**src/rtl/msm_bucket_scheduler.sv**
```systemverilog
// msm_bucket_scheduler: issues Pippenger bucket-accumulation operations for one
// window to a shared pipelined point adder. Tracks buckets with an addition in
// flight, parks conflicting requests in a small FIFO, marks the first touch of
// each bucket as a load, and pulses done once every result has retired.
module msm_bucket_scheduler #(
  parameter int WINDOW_BITS = 4,
  parameter int IDX_WIDTH   = 16,
  parameter int FIFO_DEPTH  = 4
) (
  input  logic                   clk,
  input  logic                   rst_n,
  input  logic                   start,
  output logic                   busy,
  output logic                   done,
  output logic                   err,
  input  logic                   in_valid,
  output logic                   in_ready,
  input  logic [WINDOW_BITS-1:0] in_digit,
  input  logic [IDX_WIDTH-1:0]   in_idx,
  input  logic                   in_last,
  output logic                   add_valid,
  input  logic                   add_ready,
  output logic [WINDOW_BITS-1:0] add_bucket,
  output logic [IDX_WIDTH-1:0]   add_idx,
  output logic                   add_init,
  input  logic                   ret_valid,
  input  logic [WINDOW_BITS-1:0] ret_bucket
);

  localparam int NUM_BUCKETS = 1 << WINDOW_BITS;
  localparam int PTR_W       = $clog2(FIFO_DEPTH);
  localparam int FCNT_W      = PTR_W + 1;
  localparam int CNT_W       = WINDOW_BITS + 1;
  localparam logic [FCNT_W-1:0] FIFO_FULL_CNT = FCNT_W'(FIFO_DEPTH);

  typedef enum logic [1:0] {S_IDLE, S_RUN, S_DRAIN, S_DONE} state_t;

  state_t state, state_nxt;

  logic [NUM_BUCKETS-1:0] bucket_busy, busy_nxt, touched;
  logic [WINDOW_BITS-1:0] fifo_bucket [FIFO_DEPTH];
  logic [IDX_WIDTH-1:0]   fifo_idx    [FIFO_DEPTH];
  logic [PTR_W-1:0]       wr_ptr, rd_ptr;
  logic [FCNT_W-1:0]      fifo_count;
  logic [CNT_W-1:0]       outstanding;

  logic                   start_clear;
  logic                   fifo_empty, fifo_full;
  logic [WINDOW_BITS-1:0] head_bucket;
  logic [IDX_WIDTH-1:0]   head_idx;
  logic                   can_load, pop, in_nz, in_can_issue, in_can_push;
  logic                   accept, in_load, push, load;
  logic [WINDOW_BITS-1:0] load_bucket;
  logic [IDX_WIDTH-1:0]   load_idx;
  logic                   ret_ok;

  assign busy = (state != S_IDLE);
  assign done = (state == S_DONE);

  // Issue arbitration: FIFO head first, then a fresh input, then park the input.
  always_comb begin
    start_clear  = (state == S_IDLE) && start;
    fifo_empty   = (fifo_count == '0);
    fifo_full    = (fifo_count == FIFO_FULL_CNT);
    head_bucket  = fifo_bucket[rd_ptr];
    head_idx     = fifo_idx[rd_ptr];
    can_load     = !add_valid || add_ready;
    pop          = can_load && !fifo_empty && !bucket_busy[head_bucket];
    in_nz        = (in_digit != '0);
    in_can_issue = can_load && !pop && !bucket_busy[in_digit] &&
                   (fifo_empty || (in_digit != head_bucket));
    in_can_push  = !in_can_issue && (!fifo_full || pop);
    in_ready     = (state == S_RUN) && (!in_nz || in_can_issue || in_can_push);
    accept       = in_valid && in_ready;
    in_load      = accept && in_nz && in_can_issue;
    push         = accept && in_nz && !in_can_issue;
    load         = pop || in_load;
    load_bucket  = pop ? head_bucket : in_digit;
    load_idx     = pop ? head_idx : in_idx;
    ret_ok       = ret_valid && bucket_busy[ret_bucket];
    busy_nxt     = bucket_busy;
    if (ret_valid) busy_nxt[ret_bucket] = 1'b0;
    if (load)      busy_nxt[load_bucket] = 1'b1;
  end

  // Window sequencing: run until in_last, then drain until everything retires.
  always_comb begin
    state_nxt = state;
    case (state)
      S_IDLE:  if (start) state_nxt = S_RUN;
      S_RUN:   if (accept && in_last) state_nxt = S_DRAIN;
      S_DRAIN: if (fifo_empty && !add_valid && (outstanding == '0)) state_nxt = S_DONE;
      S_DONE:  state_nxt = S_IDLE;
      default: state_nxt = S_IDLE;
    endcase
  end

  // State register.
  always_ff @(posedge clk or negedge rst_n) begin
    if (!rst_n) state <= S_IDLE;
    else        state <= state_nxt;
  end

  // Bucket bookkeeping: in-flight bitmap, first-touch bitmap, outstanding count, sticky error.
  always_ff @(posedge clk or negedge rst_n) begin
    if (!rst_n) begin
      bucket_busy <= '0;
      touched     <= '0;
      outstanding <= '0;
      err         <= 1'b0;
    end else if (start_clear) begin
      bucket_busy <= '0;
      touched     <= '0;
      outstanding <= '0;
      err         <= 1'b0;
    end else begin
      bucket_busy <= busy_nxt;
      if (load) touched[load_bucket] <= 1'b1;
      outstanding <= outstanding + CNT_W'(load) - CNT_W'(ret_ok);
      if (ret_valid && !bucket_busy[ret_bucket]) err <= 1'b1;
    end
  end

  // Issue register toward the adder; payload holds until the adder takes it.
  always_ff @(posedge clk or negedge rst_n) begin
    if (!rst_n) begin
      add_valid  <= 1'b0;
      add_bucket <= '0;
      add_idx    <= '0;
      add_init   <= 1'b0;
    end else if (start_clear) begin
      add_valid <= 1'b0;
    end else if (load) begin
      add_valid  <= 1'b1;
      add_bucket <= load_bucket;
      add_idx    <= load_idx;
      add_init   <= !touched[load_bucket];
    end else if (add_ready) begin
      add_valid <= 1'b0;
    end
  end

  // Conflict FIFO pointers and occupancy; push and pop may share a cycle even when full.
  always_ff @(posedge clk or negedge rst_n) begin
    if (!rst_n) begin
      wr_ptr     <= '0;
      rd_ptr     <= '0;
      fifo_count <= '0;
    end else if (start_clear) begin
      wr_ptr     <= '0;
      rd_ptr     <= '0;
      fifo_count <= '0;
    end else begin
      if (push) wr_ptr <= wr_ptr + 1'b1;
      if (pop)  rd_ptr <= rd_ptr + 1'b1;
      fifo_count <= fifo_count + FCNT_W'(push) - FCNT_W'(pop);
    end
  end

  // Conflict FIFO storage; contents are only meaningful below the occupancy count.
  always_ff @(posedge clk) begin
    if (push) begin
      fifo_bucket[wr_ptr] <= in_digit;
      fifo_idx[wr_ptr]    <= in_idx;
    end
  end

endmodule

```
**config.mk**
```make
export PLATFORM = sky130hd
export DESIGN_NAME = msm_bucket_scheduler
export DESIGN_NICKNAME = d
export VERILOG_FILES = /design/src/rtl/msm_bucket_scheduler.sv
export SDC_FILE = /design/constraint.sdc
export NUM_CORES = 1
export LEC_CHECK = 0
export BUFFER_PORTS_ARGS = -buffer_cell sky130_fd_sc_hd__buf_2
export CORE_MARGIN = 2
export CORE_UTILIZATION = 42
export CTS_BUF_LIST = sky130_fd_sc_hd__clkbuf_2
export DETAILED_ROUTE_END_ITERATION = 7
export PLACE_DENSITY = 0.67
export SETUP_SLACK_MARGIN = 0.05
export SLEW_MARGIN = 20
export SYNTH_ARGS = -nofsm -noshare
export SYNTH_HDL_FRONTEND = slang
export SYNTH_SLANG_ARGS = --single-unit
```
**constraint.sdc**
```tcl
create_clock -name clk -period 10.8 [get_ports clk]
set_input_delay 1.08 -clock clk [delete_from_list [all_inputs] [get_ports clk]]
set_output_delay 1.08 -clock clk [all_outputs]
set_load 0.005 [all_outputs]
```
# Word level (Yosys, flattened, before mapping)
# Memories as Yosys holds them, arrays and structs flattened.
# Cells that the tools add are included.
[totals]
ff_bits = 69
latch_bits = 0
memories = 2
rom_bits = 0
output_inout_bits = 26
in_bits = 31
ram_bits = 80
[classes]
n_addsub = 6
shifts = 0
n_reduce_logical = 47
mul = 0
n_div = 0
eq_ne = 8
bitwise_logic = 5
mux = 36
magnitude_cmp = 6
[mem_list]
columns = ["memory", "depth", "width", "read_ports", "rd_ports_with_merged_regs", "wr", "line_no", "text"]
rows = [
  ["fifo_idx", 4, 16, 1, 0, 1, "42", "logic [IDX_WIDTH-1:0] fifo_idx [FIFO_DEPTH];"],
  ["fifo_bucket", 4, 4, 1, 0, 1, "41", "logic [WINDOW_BITS-1:0] fifo_bucket [FIFO_DEPTH];"],
]
[op_table]
columns = ["op", "n"]
rows = [
  ["$mux W16", 6],
  ["$or A16 B16 Y16", 2],
  ["$lt A4 B5 Y1 const B", 4],
  ["$logic_and A1 B1 Y1", 19],
  ["$and A16 B16 Y16", 1],
  ["$bmux W1 S4", 4],
  ["$not A16 Y16", 1],
  ["$mux W2", 7],
  ["$mux W1", 13],
  ["$logic_not A1 Y1", 10],
  ["$reduce_bool A2 Y1", 5],
  ["$demux W1 S4", 2],
  ["$ge A4 B1 Y1 const B", 2],
  ["$pmux W2 S4", 1],
  ["$logic_or A1 B1 Y1", 6],
  ["$add A5 B1 Y5", 1],
  ["$logic_not A5 Y1", 1],
  ["$mux W5", 1],
  ["$sub A5 B1 Y5", 1],
  ["$add A2 B1 Y2 const B", 2],
  ["$eq A2 B2 Y1 const B", 2],
  ["$mux W4", 1],
  ["$ne A2 B2 Y1 const B", 2],
  ["$ne A4 B4 Y1", 1],
  ["13 further kinds", 13],
]

# Logic depth before layout (Yosys ltp)
# An unclocked memory read counts as a cell.
[logic_depth]
ltp_word = 20
depth_mapped = 18

# Least setup slack after synthesis
# OpenSTA, ideal clock, no wires.
[synth_timing]
kind = "input to register"
from = "in in_digit[0]"
to = "reg fifo_count[2]"
setup_time_ns = 0.132
arrival_ns = 4.426
n_path_buf = 1
setup_slack_ns = 6.242
cell_stages = 15
cell_sequence = "clkbuf_1 -> mux4_2 -> mux4_2 -> nor2_1 -> o31ai_1 -> a31oi_2 -> o2111a_1 -> inv_1 -> ha_1 -> inv_1 -> ha_1 -> fa_1 -> xnor2_1 -> xnor2_1 -> nor2_1"
[synth_between]
elab_chain_cells = 15
elab_cells_between_ends = 20
classes_between = "add/sub: 2; eq/ne: 1; mux: 3; reduce/logical: 14"
[synth_rtl]
columns = ["item", "line_no", "text"]
rows = [
  ["from (decl)", "18", "input logic [WINDOW_BITS-1:0] in_digit,"],
  ["$bmux W1 S4", "70", "in_can_issue = can_load && !pop && !bucket_busy[in_digit] &&"],
  ["$mux W1 (implied by the code)", "70", ""],
  ["$logic_not A1 Y1", "70", ""],
  ["$logic_and A1 B1 Y1 (2 in a row)", "70", ""],
  ["$logic_not A1 Y1", "72", "in_can_push = !in_can_issue && (!fifo_full || pop);"],
  ["$logic_and A1 B1 Y1", "72", ""],
  ["$logic_or A1 B1 Y1 *", "73", "in_ready = (state == S_RUN) && (!in_nz || in_can_issue || in_can_push);"],
  ["$logic_and A1 B1 Y1 *", "73", ""],
  ["named net in_ready", "17", "output logic in_ready,"],
  ["$logic_and A1 B1 Y1 *", "74", "accept = in_valid && in_ready;"],
  ["$logic_and A1 B1 Y1 * (2 in a row)", "76", "push = accept && in_nz && !in_can_issue;"],
  ["$add A3 B1 Y3 *", "156", "fifo_count <= fifo_count + FCNT_W'(push) - FCNT_W'(pop);"],
  ["$sub A3 B1 Y3 *", "156", ""],
  ["$mux W3 *", "149", "end else if (start_clear) begin"],
  ["to (signal assigned)", "156", ""],
  ["to (decl)", "44", "logic [FCNT_W-1:0] fifo_count;"],
]
# Mark *: on every way through the listed nets, which the timed path passes. The rest lies on a longest branch. The select of a mux whose other input is x is not followed.
# A chain may end at the register's enable or synchronous reset.

# Final worst setup path
[layout_timing]
from = "reg rd_ptr[1]"
to = "reg outstanding[4]"
[layout_between]
elab_chain_cells = 20
elab_cells_between_ends = 24
classes_between = "add/sub: 2; eq/ne: 1; mux: 3; reduce/logical: 17; memory: 1"
[layout_rtl]
columns = ["item", "line_no", "text"]
rows = [
  ["from (decl)", "43", "logic [PTR_W-1:0] wr_ptr, rd_ptr;"],
  ["from (signal assigned)", "155", "if (pop) rd_ptr <= rd_ptr + 1'b1;"],
  ["$mem_v2 Z4 W4 *", "-", ""],
  ["$bmux W1 S4", "68", "pop = can_load && !fifo_empty && !bucket_busy[head_bucket];"],
  ["$mux W1 (implied by the code)", "68", ""],
  ["$logic_not A1 Y1", "68", ""],
  ["$logic_and A1 B1 Y1", "68", ""],
  ["$logic_not A1 Y1", "70", ""],
  ["$logic_and A1 B1 Y1 (3 in a row)", "70", ""],
  ["$logic_not A1 Y1", "72", ""],
  ["$logic_and A1 B1 Y1", "72", ""],
  ["$logic_or A1 B1 Y1", "73", ""],
  ["$logic_and A1 B1 Y1", "73", ""],
  ["$logic_and A1 B1 Y1", "74", ""],
  ["$logic_and A1 B1 Y1 (2 in a row)", "75", "in_load = accept && in_nz && in_can_issue;"],
  ["$logic_or A1 B1 Y1 *", "77", "load = pop || in_load;"],
  ["$add A5 B1 Y5 *", "119", "outstanding <= outstanding + CNT_W'(load) - CNT_W'(ret_ok);"],
  ["$sub A5 B1 Y5 *", "119", ""],
  ["$mux W5 *", "111", "end else if (start_clear) begin"],
  ["to (signal assigned)", "119", ""],
  ["to (decl)", "45", "logic [CNT_W-1:0] outstanding;"],
]
# Mark *: on every way between the ends. The rest lies on a longest branch, timed or not. The select of a mux whose other input is x is not followed.

==> summary.md <==
| Metric | Value |
|---|---|
| Synth Instances | 501 |
| Synthesized-area fraction occupied by adder cells | 3.68% |
| Die X-Extent | 132 microns |
| CP Launch Type | flop |
| Peak supply drop | 0.000136 V |
| Simple-gate portion of the synthesized area | 7.72% |
| Post-DP HPWL | 9.02 mm |
| Mux cell area share after synthesis | 16.4% |
| Leakage | 3.02 nW |
| Main combinational cell family by area after synthesis | multiplexers |
| Req. time, crit path | 11.38 ns |
| Seq/Total Area, Yosys | 60.2% |
| Setup TNS | 0 ns |
| Vias in the first global route | 4357 |
| Status | finished clean |
| Reg2reg path depth | 17 |
| Util after Layout | 47.4% |
| I/O Pins | 57 |
| Clk buf depth | 2 |
| Clk sinks | 149 |
| Critical path class | flop to flop |
| Reg-to-reg startpoint | rd_ptr[1] |
| Top_reg_cell synth | edfxtp_1 |
| Final Hold Fails | 0 |
| Worst hold path class | flop to flop |
| Post-synth EDFFs | 80 |
| Mapped cell area | 6860 sq um |
| # nets final | 607 |
| CTS tree | done |
| Worst hold start | touched[7] |
| CP Capture Point | outstanding[4] |
| DRT Pass-1 Iters | 5 |
| Mapped Nets | 551 |
| # Post-CTS Setup Buffers | 0 |
| Max FO, Critical Path | 21 |
| Total GRT Usage | 16.6% |
| Drt total wl | 13.6 mm |
| DRT iter0 DRCs | 270 |
| Top cell type's share of synthesized area | 35.0% |
| Post-route DRC | 0 |
| Worst-path clk slew | 0.20 ns |
| Largest net degree at the start of global routing | 70 |
| Synth Area in Compound Gates | 7.44% |
| Most common cell after layout, fill and taps aside | edfxtp_1 |
| Setup Skew | 0.0284 ns |
| Worst-margin pin slew | 1.05 ns |
| Slew Viols, Final | 0 |
| Relative slew slack | 30.0% |
| PostCTS Resize Cnt | 0 |
| Die area | 17400 sq um |
| Fill count | 1427 |
| Post-DR wirelength/cell | 17.4 microns |
| Area delta synth->final | 10.3% |
| Post-Synth XOR/XNOR Area | 1.53% |
| Largest area contributor in the netlist | edfxtp_1 |
| Critical Path Start | rd_ptr[1] |
| Setup-failing EPs final | 0 |
| Clock Latency Late Sink | 0.70 ns |
| Fraction of layout cells with a size suffix above 1 | 24.2% |
| RSZ-0062 raised after global routing | no |
| Fmax | 213 MHz |
| Via Count | 4184 |
| Initial antenna violation count | 0 |
| Most frequent cells in the layout | edfxtp_1, dfrtp_1, a21oi_1 |
| Initial core utilization | 43.0% |
| Std-Cell Rows | 46 |
| Inst Count DP | 754 |
| Total core area | 15900 sq um |
| Fin crit share | 43.4% |
| CTS Hold Buffers Added | 0 |
| Synth cell types | 50 |
| Pwr/cell area | 301 nW/um^2 |
| Routed Antenna Nets | 0 |
| Min cycle time layout | 4.69 ns |
| IO buf count | 56 |
| H-tree levels | 4 |
| #FFs+latches synth | 149 |
| Synth top area cells | edfxtp_1, dfrtp_1, mux4_2 |
| Ys Warns | 0 |
| Max_cap viols | 0 |
| Async set or reset register ratio after synthesis | 46.3% |
| Crit path capture type | flop |
| Placer congestion estimate | 0.869 |
| First-pass GRT wire length | 22.3 mm |
| R2R Setup Slk | 6.11 ns |
| Reg-to-Reg End | outstanding[4] |
| Diodes inserted | 0 |
| Total CTS buffers | 17 |
| Worst Path Arrival | 5.27 ns |
| Die height | 132 microns |
| CTS Root Cell | clkbuf_2 |
| Grt total ovfl | 0 |
| Vias/cell | 5.32 |
| Non-Filler Instances | 786 |
| Avg Synthesized Cell Area | 13.7 sq um |
[synthesized netlist by cell type (2+ instances only)]
cell and count:
edfxtp_1 80, dfrtp_1 69, a21oi_1 58, nor2_1 54, mux2i_1 39, mux4_2 30
inv_1 23, nand2_1 21, ha_1 17, o21ai_0 17, clkbuf_1 13, and2_1 7
nand3_1 7, xnor2_1 7, nor2b_1 5, xor2_1 5, buf_2 4, buf_4 3
a21o_1 2, and3_1 2, buf_1 2, buf_6 2, fa_1 2, nand2b_1 2
nand3b_1 2, nor3_1 2, nor3b_2 2, o2bb2ai_1 2
[power breakdown]
group	internal [W]	leakage [nW]	switching, W	total, W
Sequential	0.000759	1.57	0.000113	0.000872
Clock	0.000111	0.139	0.000199	0.000310
Combinational	0.000481	1.31	0.000613	0.00109
Total	0.00135	3.02	0.000925	0.00228
[per-stage QoR]
stage                     instance area, sq um  hold slack (ns)  power (W)  setup WS (ns)
final                                     7560            0.526    0.00228           6.11
after global routing                      7560            0.490    0.00246           5.80
after CTS                                 7560            0.513    0.00230           6.00
after detailed placement                  7330            0.484    0.00199           6.09
after global placement                    7330            0.475    0.00195           6.19
after floorplan                           6860            0.462    0.00171           6.24
[flip-flops by register name, summed over array words and instances (netlist names)]
register     count
touched         16
add_valid        1
bucket_busy     16
state            2
add_bucket       4
err              1
fifo_idx        64
outstanding      5
add_idx         16
wr_ptr           2
fifo_bucket     16
rd_ptr           2
fifo_count       3
add_init         1
[cell type report]
class                      count  area, sq um  share of cell area, %
timing repair buffer          61          318                   4.20
multi-input combinational    305         2530                   33.4
clock buffer                  21          105                   1.39
inverter                      23         86.3                   1.14
tap                          216          270                   3.57
sequential                   149         4130                   54.6
clock inverter                11          126                   1.67
[layer usage]
metal / vias to the layer above / track usage [%] / part of all wire, %
li1: 1946 / - / -
met1: 2093 / 22.2 / 45
met2: 133 / 26.4 / 49
met3: 12 / 4.23 / 5.1
met4: 0 / 5.86 / 1.3
met5: - / 0 / 0
[worst max-delay path, cell delays in order (launching register included)]
cell and delay, ns:
dfrtp_1 1.02, mux4_2 0.59, mux2i_1 0.17, mux2i_1 0.15
mux2i_1 0.13, o211ai_4 0.48, inv_1 0.21, nor2_2 0.40
ha_1 0.31, inv_1 0.05, ha_1 0.15, inv_1 0.05
fa_1 0.41, inv_1 0.09, a21oi_1 0.07, nor2_1 0.12
or3_1 0.12, a21oi_1 0.05
[cells by family (layout without fill, tap and decap cells)]
group | count (synthesis) | count (layout)
muxes | 73 | 73
adders and majority gates | 19 | 19
and+or+nand+nor | 112 | 112
AOI/OAI and AO/OA | 89 | 89
DFF | 149 | 149
xor gates and xnor gates | 12 | 12
buffers and inverters | 47 | 116
[worst min-delay path by stage]
stage | cells after the start | end | slack [ns]
after floorplan | 2 | touched[13] | 0.46
after global placement | 2 | err | 0.48
after detailed placement | 2 | touched[7] | 0.48
after CTS | 1 | fifo_idx[3][4] | 0.51
after global routing | 1 | fifo_idx[3][4] | 0.49
final | 2 | touched[7] | 0.53
(Power assumes the default switching activity.)
